**src/rtl/c1541_track_stream_if.sv**
```systemverilog
// Track-buffer RAM port of the 1541 track streamer.
// buf_we is a single-cycle write strobe qualifying buf_addr/buf_dout in the same cycle; reads have no
// handshake: buf_din returns the byte at buf_addr one cycle later and the RAM never stalls.
interface c1541_track_stream_if #(
  parameter int ADDR_W = 13
);
  logic [ADDR_W-1:0] buf_addr;
  logic [7:0]        buf_din;
  logic [7:0]        buf_dout;
  logic              buf_we;

  modport master (output buf_addr, output buf_dout, output buf_we, input buf_din);
  modport slave  (input buf_addr, input buf_dout, input buf_we, output buf_din);
endinterface

```
**src/rtl/c1541_track_stream.sv**
```systemverilog
// Rotating-media model: streams GCR bits from the track buffer at the zone bit rate, frames bytes
// relative to SYNC, and in write mode serializes dout back into the buffer.
module c1541_track_stream #(
  parameter int ADDR_W     = 13,
  parameter int BYTE_PULSE = 32
) (
  input  logic                 clk32,
  input  logic                 reset_n,
  input  logic                 mtr,
  input  logic [1:0]           freq,
  input  logic                 mode,
  input  logic [7:0]           dout,
  input  logic                 wprot,
  input  logic [ADDR_W-1:0]    track_len,
  output logic [7:0]           din,
  output logic                 sync_n,
  output logic                 byte_n,
  output logic                 dirty,
  input  logic                 dirty_clr,
  c1541_track_stream_if.master bus
);

  localparam int PW = $clog2(BYTE_PULSE + 1);

  logic [6:0]        div, per, per_sel;
  logic              tick, boundary, rd_tick, wr_tick;
  logic [2:0]        bit_idx;
  logic [ADDR_W-1:0] pos, pos_inc;
  logic [ADDR_W:0]   pos_p1;
  logic              adv;
  logic [1:0]        ld_q;
  logic [7:0]        cur_byte;
  logic [9:0]        rsr, rsr_d;
  logic [2:0]        fcnt, fcnt_d;
  logic [7:0]        din_d, wsr, wsr_d, wbyte, wbyte_d, wdata, wdata_d;
  logic              we_q, we_d, start;
  logic [PW-1:0]     pcnt;

  // Period minus one; latched only at a reload so a zone change never shortens the running interval.
  assign per_sel  = 7'd127 - {2'b00, freq, 3'b000};
  assign tick     = mtr & (div == per);
  assign boundary = tick & (bit_idx == 3'd7);
  assign rd_tick  = tick & mode;
  assign wr_tick  = tick & ~mode;

  assign pos_p1  = {1'b0, pos} + {{ADDR_W{1'b0}}, 1'b1};
  assign pos_inc = (pos_p1 >= {1'b0, track_len}) ? '0 : pos_p1[ADDR_W-1:0];

  assign bus.buf_addr = pos;
  assign bus.buf_dout = wdata;
  assign bus.buf_we   = we_q;

  always_ff @(posedge clk32 or negedge reset_n) begin
    if (!reset_n) begin
      div <= '0;
      per <= 7'd127;
    end else if (!mtr || tick) begin
      div <= '0;
      per <= per_sel;
    end else begin
      div <= div + 7'd1;
    end
  end

  // pos advances the cycle after the byte boundary so a write strobe still sees the old address.
  always_ff @(posedge clk32 or negedge reset_n) begin
    if (!reset_n) begin
      bit_idx  <= '0;
      pos      <= '0;
      adv      <= 1'b0;
      ld_q     <= 2'b01;
      cur_byte <= '0;
    end else begin
      if (tick) bit_idx <= bit_idx + 3'd1;
      adv  <= boundary;
      if (adv) pos <= pos_inc;
      ld_q <= {ld_q[0], adv};
      if (ld_q[1]) cur_byte <= bus.buf_din;
    end
  end

  always_comb begin
    rsr_d   = rsr;
    fcnt_d  = fcnt;
    din_d   = din;
    wsr_d   = wsr;
    wbyte_d = wbyte;
    wdata_d = wdata;
    we_d    = 1'b0;
    start   = 1'b0;
    if (rd_tick) begin
      rsr_d = {rsr[8:0], cur_byte[~bit_idx]};
      if (rsr_d == 10'h3FF) begin
        fcnt_d = '0;
      end else if (rsr == 10'h3FF) begin
        fcnt_d = 3'd1;
      end else if (fcnt == 3'd7) begin
        fcnt_d = '0;
        din_d  = rsr_d[7:0];
        start  = 1'b1;
      end else begin
        fcnt_d = fcnt + 3'd1;
      end
    end else if (wr_tick) begin
      rsr_d   = '0;
      fcnt_d  = '0;
      wbyte_d = {wbyte[6:0], wsr[7]};
      wsr_d   = boundary ? dout : {wsr[6:0], 1'b0};
      if (boundary) begin
        wdata_d = wbyte_d;
        we_d    = ~wprot;
        start   = 1'b1;
      end
    end
  end

  always_ff @(posedge clk32 or negedge reset_n) begin
    if (!reset_n) begin
      rsr    <= '0;
      fcnt   <= '0;
      din    <= '0;
      wsr    <= '0;
      wbyte  <= '0;
      wdata  <= '0;
      we_q   <= 1'b0;
      sync_n <= 1'b1;
      dirty  <= 1'b0;
      byte_n <= 1'b1;
      pcnt   <= '0;
    end else begin
      rsr    <= rsr_d;
      fcnt   <= fcnt_d;
      din    <= din_d;
      wsr    <= wsr_d;
      wbyte  <= wbyte_d;
      wdata  <= wdata_d;
      we_q   <= we_d;
      sync_n <= ~(mtr & mode & (rsr_d == 10'h3FF));
      if (we_d) dirty <= 1'b1;
      else if (dirty_clr) dirty <= 1'b0;
      // Pulse timer keeps running with the motor off so an active pulse always completes.
      if (start) begin
        byte_n <= 1'b0;
        pcnt   <= PW'(BYTE_PULSE - 1);
      end else if (pcnt != '0) begin
        pcnt <= pcnt - PW'(1);
      end else begin
        byte_n <= 1'b1;
      end
    end
  end

endmodule
```
**src/flat_wrapper.sv**
```systemverilog
// flat-port wrapper written by rule: the top's interface ports become plain ports
module c1541_track_stream_flat 
#(
  parameter int ADDR_W     = 13,
  parameter int BYTE_PULSE = 32
)
  (clk32, reset_n, mtr, freq, mode, dout, wprot, track_len, din, sync_n, byte_n, dirty, dirty_clr, bus_buf_addr, bus_buf_dout, bus_buf_we, bus_buf_din);
  c1541_track_stream_if #(.ADDR_W(ADDR_W)) bus_i ();
  input  logic clk32;
  input  logic reset_n;
  input  logic mtr;
  input  logic [1:0] freq;
  input  logic mode;
  input  logic [7:0] dout;
  input  logic wprot;
  input  logic [ADDR_W-1:0] track_len;
  output logic [7:0] din;
  output logic sync_n;
  output logic byte_n;
  output logic dirty;
  input  logic dirty_clr;
  output wire logic [$bits(bus_i.buf_addr)-1:0] bus_buf_addr;
  output wire logic [$bits(bus_i.buf_dout)-1:0] bus_buf_dout;
  output wire logic [$bits(bus_i.buf_we)-1:0] bus_buf_we;
  input wire logic [$bits(bus_i.buf_din)-1:0] bus_buf_din;
  assign bus_buf_addr = bus_i.buf_addr;
  assign bus_buf_dout = bus_i.buf_dout;
  assign bus_buf_we = bus_i.buf_we;
  assign bus_i.buf_din = bus_buf_din;
  c1541_track_stream #(.ADDR_W(ADDR_W), .BYTE_PULSE(BYTE_PULSE)) u_core (.clk32(clk32), .reset_n(reset_n), .mtr(mtr), .freq(freq), .mode(mode), .dout(dout), .wprot(wprot), .track_len(track_len), .din(din), .sync_n(sync_n), .byte_n(byte_n), .dirty(dirty), .dirty_clr(dirty_clr), .bus(bus_i));
endmodule
```
**config.mk**
```make
export PLATFORM = sky130hd
export DESIGN_NAME = c1541_track_stream_flat
export DESIGN_NICKNAME = d
export VERILOG_FILES = /design/src/rtl/c1541_track_stream_if.sv /design/src/rtl/c1541_track_stream.sv /design/src/flat_wrapper.sv
export SDC_FILE = /design/constraint.sdc
export NUM_CORES = 1
export LEC_CHECK = 0
export CAP_MARGIN = 20
export CELL_PAD_IN_SITES_DETAIL_PLACEMENT = 1
export CELL_PAD_IN_SITES_GLOBAL_PLACEMENT = 1
export CORE_MARGIN = 2
export CORE_UTILIZATION = 25
export CTS_BUF_LIST = sky130_fd_sc_hd__clkbuf_2 sky130_fd_sc_hd__clkbuf_4 sky130_fd_sc_hd__clkbuf_8
export DETAILED_ROUTE_END_ITERATION = 6
export GPL_TIMING_DRIVEN = 0
export PLACE_DENSITY = 0.49
export SLEW_MARGIN = 20
export SYNTH_ARGS = -nofsm -noshare
export SYNTH_HDL_FRONTEND = slang
export SYNTH_SLANG_ARGS = --single-unit
```
**constraint.sdc**
```tcl
create_clock -name clk32 -period 7.7 [get_ports clk32]
set_input_delay 1.54 -clock clk32 [delete_from_list [all_inputs] [get_ports clk32]]
set_output_delay 1.54 -clock clk32 [all_outputs]
set_load 0.01 [all_outputs]
```
==> summary.md, run 1 <==
| Metric | Value |
|---|---|
| Outcome | `complete, no violations` |
| Largest net degree at the start of global routing | `roughly 60` |
| Clk_lat worst skew | `~0.37 ns` |
| RePlAce Congestion | `0.7369` |
| Antenna diode instance count | `0` |
| Via Count | `approximately 3200` |
| # port buffers | `slightly below 70` |
| CP Buf/Inv Count | `3` |
| Fin nets | `roughly 530` |
| Placement Rows | `48` |
| Required @ worst endpoint | `7.99 ns` |
| Synth Register Bits | `90` |
| Worst VDD drop | `between 0.07 and 0.08 mV` |
| First-pass GRT wire length | `about 18 mm` |
| Total Routing Usage GR | `12.30%` |
| Chip width | `roughly 140 µm` |
| Cell area after synthesis | `between 4000 and 5000 µm²` |
| Crit path max fanout | `10` |
| Dominant synthesized flop cell | `dfrtp_1` |
| PostCTS Resize Cnt | `0` |
| Post-Syn Area per Cell | `11.19 µm²` |
| Worst min path class | `reg2reg` |
| HPWL after DPL | `between 7 and 8 mm` |
| Simple logic cell fraction of the synthesized area | `approximately 13%` |
| Remaining DRCs | `0` |
| Sequential area share after synthesis | `between 50% and 60%` |
| Setup Fix Bufs, Post-CTS | `0` |
| Cells after synthesis | `between 300 and 400` |
| Maximum buffer depth of the clock tree | `2` |
| Cell area after placement | `5355 µm²` |
| Detailed Route WL | `10.44 mm` |
| Vias per inst | `roughly 4.5` |
| Final setup violation count | `0` |
| Clock Tree Root | `clkbuf_8` |
| Adder-Cell Fraction of Synth Area | `6.021%` |
| Multiplexer share of the synthesized area | `around an eighth` |
| Max_slew headroom | `between 30% and 40%` |
| EDFF count, synth | `0` |
| Compound-Gate Fraction of Synth Area | `8.601%` |
| Crit path launch type | `input pin` |
| Final worst path period share | `48.44%` |
| Leak | `about 2.5 nW` |
| Worst Setup SP | `track_len[0]` |
| Num Clock Sinks | `90` |
| Routed WL per cell | `about 15 µm` |
| Filler cell count | `a little under 2000` |
| Post-layout min period | `3.730 ns` |
| TritonCTS Buffers | `9` |
| Fin. Hold Viols | `0` |
| Worst Setup End Kind | `flip-flop` |
| Synth cell types | `47` |
| Fmax | `268.1 MHz` |
| Post-layout util | `about a third` |
| Ys async rst share | `100.0%` |
| Worst reg2reg path startpoint | `u_core.bus.buf_addr[0]$_DFFE_PN0P_` |
| Syn_nets | `around 450` |
| Largest delay share family, worst path | `buffers and inverters` |
| Worst slew pin tran | `approximately 0.94 ns` |
| Final Instance Area | `approximately 5600 µm²` |
| Ratio of cells with drive above 1 in the final layout | `between 10% and 20%` |
| Die Area | `between 15000 and 20000 µm²` |
| Largest family of logic cells by synthesized area | `simple AND/OR/NAND/NOR gates` |
| H-tree Lvls | `3` |
| Iter 0 DRT Violations | `about 120` |
| Drt pass-1 iters | `3` |
| Vias in the first global route | `around 3500` |
| CP arrival | `4.02 ns` |
| Setup TNS | `0 ns` |
| Hold WS | `~0.4 ns` |
| Min-delay src | `u_core.ld_q[0]$_DFF_PN1_` |
| Starting Density | `25.41%` |
| Setup CP Type | `in2reg` |
| GRT overflow | `0` |
| Xor/xnor share of the synthesized area | `3.813%` |
| Most common cell on crit path | `o31a_1` |
| Cell Pwr Density | `between 150 and 200 nW/µm²` |
| Fin Clk Skew | `approximately 0.012 ns` |
| ANT nets after route | `0` |
| Synth Warn # | `0` |
| Die height | `136.1 µm` |
| Cells along the critical path | `clkdlybuf4s50_1 > ha_1 > nand2b_1 > a2111oi_0 > o31a_1 > o31a_1 > clkbuf_1 > buf_2 > o211ai_1 > o21ai_0` |
| Critical-path top delay cell | `clkdlybuf4s50_1` |
| Initial antenna violation count | `0` |
| Hold buffers post-CTS | `0` |
| Worst path max stage delay | `0.47 ns` |
| Final max-slew violation count | `0` |
| CTS tree | `done` |
| RSZ-0062 raised after global routing | `false` |
| Max-cap viol count | `0` |
| Clock transition at path regs | `0.10 ns` |
| Synth-to-Final Area Change | `28.58%` |
| Io pins | `70` |
| Core box area | `17180 µm²` |
[kinds of logic (layout without fill, tap and decap cells)]
logic type,count (synthesis),in the layout
xor+xnor,19,19
buf+inv,39,124
flops,90,90
simple gates,116,116
mux,46,46
compound gates,59,59
fa+ha+maj,21,21
[placed cells by master (no fill, tap or decap), types with 8 or more instances in the layout]
master           synthesis  final
a21oi_1                 13     13
a22o_1                   9      9
a31oi_1                  8      8
clkbuf_8                 0     11
clkdlybuf4s50_1          0     67
dfrtp_1                 85     85
ha_1                    21     21
inv_1                   25     25
mux2_2                  25     25
mux2_4                   8      8
mux2i_1                 10     10
nand2_1                 24     24
nand3_1                 28     28
nor2_1                  27     27
nor3_1                   8      8
o21ai_0                 16     16
xnor2_1                 13     13
[metrics by stage]
stage / setup WS, ns / power [mW] / cells
after floorplan: 4.446 / 0.6210 / 390
after global placement: 1.539 / 0.6840 / 683
after detailed placement: 3.581 / 0.6916 / 684
after CTS: 3.952 / 1.109 / 700
after global routing: 3.752 / 1.151 / 700
final: 3.970 / 1.088 / 700
[where the power goes]
| group | leakage [nW] | internal, mW | total (mW) | switching [mW] |
|---|---|---|---|---|
| logic | 1.19 | 0.0758 | 0.148 | 0.0727 |
| registers | 1.18 | 0.504 | 0.529 | 0.0249 |
| clock network | 0.126 | 0.237 | 0.411 | 0.174 |
| total | 2.50 | 0.817 | 1.09 | 0.271 |
[final timing paths]
path	slack, ns	end	cells past startpoint
min in group asynchronous	1.04	u_core.cur_byte[2]$_DFFE_PN0P_	1
setup reg to reg	4.26	u_core.bus.buf_addr[11]$_DFFE_PN0P_	14
max in group asynchronous	6.03	u_core.byte_n$_DFFE_PN1P_	2
hold / removal	0.40	u_core.ld_q[1]$_DFF_PN0_	0
hold reg to reg	0.40	u_core.ld_q[1]$_DFF_PN0_	0
setup / recovery	3.97	u_core.bus.buf_addr[11]$_DFFE_PN0P_	10
[area by class of cell]
cell class / count / area, µm² / share of cell area (%)
inverter: 25 / 93.84 / 1.672
tap: 225 / 281.5 / 5.017
multi-input combinational: 261 / 1952 / 34.78
sequential: 90 / 2258 / 40.25
clock inverter: 4 / 97.59 / 1.739
timing repair buffer: 69 / 709.4 / 12.64
clock buffer: 12 / 158.9 / 2.832
buffer: 14 / 60.06 / 1.070
[flip-flops by register name, summed over array words and instances, names as in the netlist]
name and count:
u_core.fcnt 3, u_core.per 2, u_core.sync_n 1, u_core.wbyte 7
u_core.div 7, u_core.din 8, u_core.byte_n 1, u_core.pcnt 6
u_core.rsr 10, u_core.bit_idx 3, u_core.bus.buf_we 1, u_core.ld_q 2
u_core.adv 1, u_core.dirty 1, u_core.wsr 8, u_core.bus.buf_addr 13
u_core.bus.buf_dout 8, u_core.cur_byte 8
[synthesized netlist by cell type, types with 2 or more instances]
library cell | instances | share of area, %
nand4_1 | 4 | 0.57
dfrtp_1 | 85 | 49
nor2_1 | 27 | 2.3
or2_2 | 2 | 0.29
nand3b_1 | 2 | 0.34
clkbuf_1 | 6 | 0.52
a31oi_1 | 8 | 1.1
mux2_2 | 25 | 6.5
buf_1 | 2 | 0.17
dfstp_2 | 5 | 3.0
a21oi_1 | 13 | 1.5
o211ai_1 | 4 | 0.69
nand2b_1 | 4 | 0.57
mux2i_1 | 10 | 2.3
mux2_4 | 8 | 2.8
xor2_1 | 6 | 1.2
xnor2_1 | 13 | 2.6
nor4_1 | 3 | 0.43
and2_1 | 2 | 0.29
nand2_1 | 24 | 2.1
inv_1 | 25 | 2.2
and3_1 | 3 | 0.43
o31a_1 | 2 | 0.40
nor3_1 | 8 | 0.92
ha_1 | 21 | 6.0
o21ai_0 | 16 | 1.8
a22o_1 | 9 | 1.8
buf_2 | 6 | 0.69
nand3_1 | 28 | 3.2
or3_1 | 2 | 0.29
[metal layers]
layer  share of wire (%)  wire (µm)  global-route usage [%]
met3                 3.8        395                   3.057
met4                 1.4        150                   4.398
met1                  46       4827                   15.79
met2                  49       5066                   20.10
met5                   0          0                       0
(Power assumes the default switching activity.)
==> run 2: changes to the inputs <==
clock period = 3.64 ns   (was 7.7 ns; I/O delays follow)
==> run 2 against run 1 <==
  * First-iteration DRC count shrank 7.6%
  * Non-clock buffer count grew 1
  * Count of clock-buffer cells in the layout stayed put
  * Hold slack worse by 0.17 ns
  * Cell area rose by 0.20%
  * Sequential cell count unchanged
  * Critical path type is now reg2reg
  * Largest cell class unchanged
  * Highest routed layer unchanged
==> summary.md, run 2 (synthesis gave the netlist of run 1 again) <==
| Metric | Value |
|---|---|
| Worst path max stage delay | `0.47 ns (about the same)` |
| PostCTS Resize Cnt | `0 (unchanged)` |
| Worst slew pin tran | `0.9367 ns (unchanged)` |
| Drt pass-1 iters | `4 (+1)` |
| Leak | `2.511 nW (+0.39%)` |
| Most common cell after layout, fill and taps aside | `dfrtp_1` |
| Cell area after placement | `5355 µm² (unchanged)` |
| Vias in the first global route | `3483 (unchanged)` |
| Crit path max fanout | `10 (unchanged)` |
| Routed WL per cell | `14.91 µm (about the same)` |
| Fin. Hold Viols | `0 (unchanged)` |
| Antenna diode instance count | `0 (unchanged)` |
| Worst min path class | `in2async` |
| Terminus of the critical flop-to-flop path | `u_core.bus.buf_addr[11]$_DFFE_PN0P_` |
| Max_slew headroom | `36.98% (unchanged)` |
| Initial antenna violation count | `0 (unchanged)` |
| ANT nets after route | `0 (unchanged)` |
| Cells along the critical path | `ha_1 > and3_1 > nand4_1 > and2_1 > or2_2 > ha_1 > nand2_1 > nand3b_1 > a31oi_1 > o31a_1 > buf_2 > o211ai_1 > o21ai_0` |
| Worst Setup End Kind | `flip-flop` |
| CTS tree | `done` |
| Maximum buffer depth of the clock tree | `2 (unchanged)` |
| Fin Clk Skew | `0.01209 ns (+0.00002960 ns)` |
| Post-layout min period | `around 3.2 ns` |
| Hold buffers post-CTS | `0 (unchanged)` |
| Clock transition at path regs | `0.10 ns (about the same)` |
| Clk_lat worst skew | `0.37 ns (about the same)` |
| CP Buf/Inv Count | `1 (-2)` |
| Crit path launch type | `flip-flop` |
| # port buffers | `68 (unchanged)` |
| CP arrival | `3.46 ns (-0.56 ns)` |
| Largest delay share family, worst path | `simple AND/OR/NAND/NOR gates` |
| Max FFs per register | `13 (unchanged)` |
| Final setup violation count | `0 (unchanged)` |
| Commonest non-fill, non-tap cells in the layout | `dfrtp_1, clkdlybuf4s50_1, nand3_1` |
| Synth-to-Final Area Change | `28.84%` |
| Die height | `136.1 µm (unchanged)` |
| First-pass GRT wire length | `17.68 mm (unchanged)` |
| FF-to-FF path depth | `13 (-1)` |
| Largest net degree at the start of global routing | `61 (unchanged)` |
| Core box area | `17180 µm² (unchanged)` |
| Io pins | `70 (unchanged)` |
| RSZ-0062 raised after global routing | `false` |
| Critical-path top delay cell | `dfrtp_1` |
| RePlAce Congestion | `0.7369 (unchanged)` |
| Chip width | `136.1 µm (unchanged)` |
| Total Routing Usage GR | `12.30% (unchanged)` |
| Clock Tree Root | `clkbuf_8` |
| TritonCTS Buffers | `9 (unchanged)` |
| Remaining DRCs | `0 (unchanged)` |
| Outcome | `complete, no violations` |
| Most common cell on crit path | `ha_1` |
| Num Clock Sinks | `90 (unchanged)` |
| Fin nets | `529 (+0.19%)` |
| Worst VDD drop | `0.1585 mV (+110%)` |
| Flop-to-flop setup slack | `0.47 ns (-3.79 ns)` |
| Via Count | `3188 (+0.44%)` |
| Ratio of cells with drive above 1 in the final layout | `14.92% (+0.39 points)` |
| Max-cap viol count | `0 (unchanged)` |
| Hold WS | `0.2311 ns (-0.1709 ns)` |
| Final worst path period share | `between 80 and 90%` |
| Vias per inst | `4.548 (+0.30%)` |
| Iter 0 DRT Violations | `110 (-7.6%)` |
| H-tree Lvls | `3 (unchanged)` |
| Required @ worst endpoint | `3.93 ns (-4.06 ns)` |
| Detailed Route WL | `10.45 mm (+0.11%)` |
| Die Area | `18530 µm² (unchanged)` |
| Cell Pwr Density | `409.5 nW/µm² (+110%)` |
| Worst reg2reg path startpoint | `u_core.bus.buf_addr[0]$_DFFE_PN0P_` |
| Starting Density | `25.41% (unchanged)` |
| GRT overflow | `0 (unchanged)` |
| HPWL after DPL | `7.767 mm (unchanged)` |
| Filler cell count | `1930 (-0.052%)` |
| Final max-slew violation count | `0 (unchanged)` |
| Setup CP Type | `reg2reg` |
| Placement Rows | `48 (unchanged)` |
| Final Instance Area | `5623 µm² (+0.20%)` |
| Fmax | `between 300 and 400 MHz` |
## run 2: final cells by class
type | count | area (µm²) | share of cell area (%)
Tap cell | 225 | 281.5 | 5.007
Clock buffer | 12 | 158.9 | 2.826
Sequential cell | 90 | 2258 | 40.16
Inverter | 25 | 93.84 | 1.669
Timing Repair Buffer | 71 | 724.4 | 12.88
Multi-Input combinational cell | 261 | 1952 | 34.71
Buffer | 13 | 56.30 | 1.001
Clock inverter | 4 | 97.59 | 1.736
## run 2: metrics by stage
stage               power (mW)  cells  util [%]  setup TNS [ns]  worst slack, ns
finish                   2.302    701     32.74               0           0.4686
global route             2.434    701     32.74               0          0.07011
CTS                      2.347    700     32.67               0           0.1562
detailed placement       1.463    684     31.18               0           0.2223
global placement         1.447    683     31.01         -147.11           -1.709
floorplan                1.314    390         -               0           0.7471
## run 2: worst register-to-register path, stage by stage (launching register included)
cell and delay (ns):
dfrtp_1 0.47, ha_1 0.32, and3_1 0.28, nand4_1 0.13
and2_1 0.19, or2_2 0.29, ha_1 0.31, nand2_1 0.08
nand3b_1 0.08, a31oi_1 0.19, o31a_1 0.24, buf_2 0.26
o211ai_1 0.12, o21ai_0 0.13
## run 2: worst max-delay path by stage
| stage | from | end | cells after the start |
|---|---|---|---|
| after floorplan | u_core.bus.buf_addr[0]$_DFFE_PN0P_ | u_core.bus.buf_addr[11]$_DFFE_PN0P_ | 14 |
| after global placement | reset_n | u_core.bus.buf_dout[3]$_DFFE_PN0P_ | 1 |
| after detailed placement | u_core.bus.buf_addr[0]$_DFFE_PN0P_ | u_core.bus.buf_addr[11]$_DFFE_PN0P_ | 14 |
| after CTS | u_core.bus.buf_addr[0]$_DFFE_PN0P_ | u_core.bus.buf_addr[11]$_DFFE_PN0P_ | 14 |
| after global routing | u_core.bus.buf_addr[2]$_DFFE_PN0P_ | u_core.bus.buf_addr[1]$_DFFE_PN0P_ | 11 |
| final | u_core.bus.buf_addr[0]$_DFFE_PN0P_ | u_core.bus.buf_addr[11]$_DFFE_PN0P_ | 13 |
## run 2: report_power, final
part	total, mW	leakage (nW)	switching (mW)	internal [mW]
sequential	1.12	1.18	0.0528	1.07
combinational	0.314	1.20	0.154	0.160
clock	0.869	0.126	0.367	0.502
total	2.30	2.51	0.574	1.73
## run 2: routing by layer
layer / track usage (%) / wire [µm] / up-vias
met5: 0 / 0 / -
met4: 4.398 / 150 / 0
met3: 3.057 / 399 / 11
met2: 20.10 / 5065 / 47
met1: 15.79 / 4836 / 1590
li1: - / - / 1540
## run 2: timing repair
action / 4_1_cts / 5_1_grt
endpoints found under the hold margin: 0 / 0
endpoints found under the setup margin: 0 / 9
setup buffers: 0 / 2
==> run 3: changes to the inputs <==
ABC_CLOCK_PERIOD_IN_PS = 3640   (was default)
CORE_MARGIN = 3   (was 2)
CTS_CLUSTER_SIZE = 16   (was default)
==> run 3 against run 2 <==
  * Non-clock buffer count down 2
  * Sequential cell count unchanged
  * First-iteration DRC count down 16%
  * Via count up 0.19%
  * Fmax down 4.0%
  * Sequential power about the same
  * Cell count down 1.0%
  * Critical endpoint is now u_core.bus.buf_addr[1]$_DFFE_PN0P_
  * Largest cell class unchanged
==> summary.md, run 3 (synthesis gave the netlist of run 1 again) <==
| Metric | Value |
|---|---|
| Clock Tree Root | `clkbuf_8` |
| Placed insts | `679 (-0.73%)` |
| # port buffers | `68 (unchanged)` |
| Post-layout min period | `3.303 ns (+0.1321 ns)` |
| Worst min path class | `in2async` |
| Worst slew pin tran | `0.9300 ns (-0.006730 ns)` |
| First-pass GRT wire length | `18.53 mm (+4.8%)` |
| Chip width | `138.1 µm (+1.5%)` |
| TritonCTS Buffers | `9 (unchanged)` |
| Fin Clk Skew | `0.01361 ns (+0.001522 ns)` |
| Routed WL per cell | `15.29 µm (+2.5%)` |
| Max FFs per register | `13 (unchanged)` |
| ANT nets after route | `0 (unchanged)` |
| Ratio of cells with drive above 1 in the final layout | `14.56% (-0.36 points)` |
| Fin nets | `527 (-0.38%)` |
| RSZ-0062 raised after global routing | `false` |
| Core box area | `16820 µm² (-2.1%)` |
| Worst VDD drop | `0.1865 mV (+18%)` |
| Crit path launch type | `flip-flop` |
| Commonest non-fill, non-tap cells in the layout | `dfrtp_1, clkdlybuf4s50_1, nand3_1` |
| Final worst path period share | `90.76% (+3.6 points)` |
| Final max-slew violation count | `0 (unchanged)` |
| Drt pass-1 iters | `4 (unchanged)` |
| Io pins | `70 (unchanged)` |
| Fmax | `302.7 MHz (-4.0%)` |
| Remaining DRCs | `0 (unchanged)` |
| Setup CP Type | `reg2reg` |
| Filler cell count | `1870 (-3.1%)` |
| Detailed Route WL | `10.61 mm (+1.5%)` |
| Hold WS | `0.2210 ns (-0.01003 ns)` |
| Outcome | `complete, no violations` |
| Num Clock Sinks | `90 (unchanged)` |
| Total Routing Usage GR | `11.92% (-0.39 points)` |
| Leak | `2.483 nW (-1.1%)` |
| Fin. Hold Viols | `0 (unchanged)` |
| Vias in the first global route | `3670 (+5.4%)` |
| Cell Pwr Density | `390.6 nW/µm² (-4.6%)` |
| Largest net degree at the start of global routing | `66 (+8.2%)` |
| Most common cell after layout, fill and taps aside | `dfrtp_1` |
| Clk_lat worst skew | `0.37 ns (about the same)` |
| Final setup violation count | `0 (unchanged)` |
| Max_slew headroom | `37.43% (+0.45 points)` |
| Worst Setup End Kind | `flip-flop` |
| Via Count | `3194 (+0.19%)` |
| H-tree Lvls | `3 (unchanged)` |
| CP arrival | `3.59 ns (+0.13 ns)` |
| Synth-to-Final Area Change | `27.49%` |
| Max-cap viol count | `0 (unchanged)` |
| Die Area | `19080 µm² (+3.0%)` |
| Register Area | `2258 µm² (unchanged)` |
| Setup Fix Bufs, Post-CTS | `0 (unchanged)` |
| Post-Layout Cell Count | `694 (-1.0%)` |
| Iter 0 DRT Violations | `92 (-16%)` |
| Clock transition at path regs | `0.09 ns (about the same)` |
| Starting Density | `25.95% (+0.54 points)` |
| Initial antenna violation count | `0 (unchanged)` |
| PostCTS Resize Cnt | `0 (unchanged)` |
| Maximum buffer depth of the clock tree | `2 (unchanged)` |
| Hold buffers post-CTS | `0 (unchanged)` |
| Die height | `138.1 µm (+1.5%)` |
| Final Instance Area | `5564 µm² (-1.0%)` |
| Vias per inst | `4.602 (+1.2%)` |
| Placement Rows | `47 (-2.1%)` |
| HPWL after DPL | `7.847 mm (+1.0%)` |
| CTS tree | `done` |
| Crit path max fanout | `10 (unchanged)` |
| Required @ worst endpoint | `3.92 ns (about the same)` |
| Multi-input gate area | `1952 µm² (unchanged)` |
| RePlAce Congestion | `0.7791 (+5.7%)` |
| Antenna diode instance count | `0 (unchanged)` |
| Cell area after placement | `5349 µm² (-0.12%)` |
| GRT overflow | `0 (unchanged)` |
==> run 3: metrics by stage <==
| step | TNS [ns] | power [mW] | setup WS [ns] | util [%] |
|---|---|---|---|---|
| floorplan | 0 | 1.314 | 0.7471 | - |
| global placement | -146.73 | 1.446 | -1.706 | 31.63 |
| detailed placement | 0 | 1.464 | 0.2345 | 31.80 |
| CTS | 0 | 2.235 | 0.1897 | 33.11 |
| global route | 0 | 2.326 | 0.03685 | 33.08 |
| finish | 0 | 2.173 | 0.3365 | 33.08 |
==> run 3: metal layers <==
layer | wire (µm) | GRT usage, %
met5 | 0 | 0
met3 | 396 | 2.590
met2 | 5289 | 20.09
met1 | 4714 | 14.76
met4 | 209 | 5.096
==> run 3: final timing paths <==
kind | from | depth (start not counted) | end | slack (ns)
worst max-delay path | u_core.bus.buf_addr[0]$_DFFE_PN0P_ | 13 | u_core.bus.buf_addr[1]$_DFFE_PN0P_ | 0.34
worst min-delay path | reset_n | 1 | u_core.cur_byte[2]$_DFFE_PN0P_ | 0.22
worst max register to register | u_core.bus.buf_addr[0]$_DFFE_PN0P_ | 13 | u_core.bus.buf_addr[1]$_DFFE_PN0P_ | 0.34
worst min register to register | u_core.ld_q[0]$_DFF_PN1_ | 0 | u_core.ld_q[1]$_DFF_PN0_ | 0.40
max in group asynchronous | reset_n | 2 | u_core.byte_n$_DFFE_PN1P_ | 2.77
min in group clk32 | u_core.ld_q[0]$_DFF_PN1_ | 0 | u_core.ld_q[1]$_DFF_PN0_ | 0.40
==> run 3: final cells by class <==
| cell class | count | share of cell area (%) |
|---|---|---|
| multi-input combinational | 261 | 35.08 |
| clock buffer | 13 | 3.103 |
| timing repair buffer | 69 | 12.75 |
| inverter | 25 | 1.687 |
| clock inverter | 3 | 0.8320 |
| sequential | 90 | 40.59 |
| tap | 220 | 4.947 |
| buffer | 13 | 1.012 |
==> run 3: power breakdown <==
group / total (mW) / internal, mW / leakage (nW) / switching [mW]
Sequential: 1.12 / 1.07 / 1.18 / 0.0520
Clock: 0.740 / 0.383 / 0.109 / 0.357
Combinational: 0.315 / 0.159 / 1.19 / 0.156
==> run 3: critical path, stage by stage, from the launching register on <==
cell and delay (ns):
dfrtp_1 0.47, ha_1 0.31, and3_1 0.28, nand4_1 0.14, and2_1 0.19, or2_2 0.29
ha_1 0.31, nand2_1 0.08, nand3b_1 0.08, a31oi_1 0.18, o31a_1 0.35, buf_2 0.30
nand3_1 0.11, o21ai_0 0.11
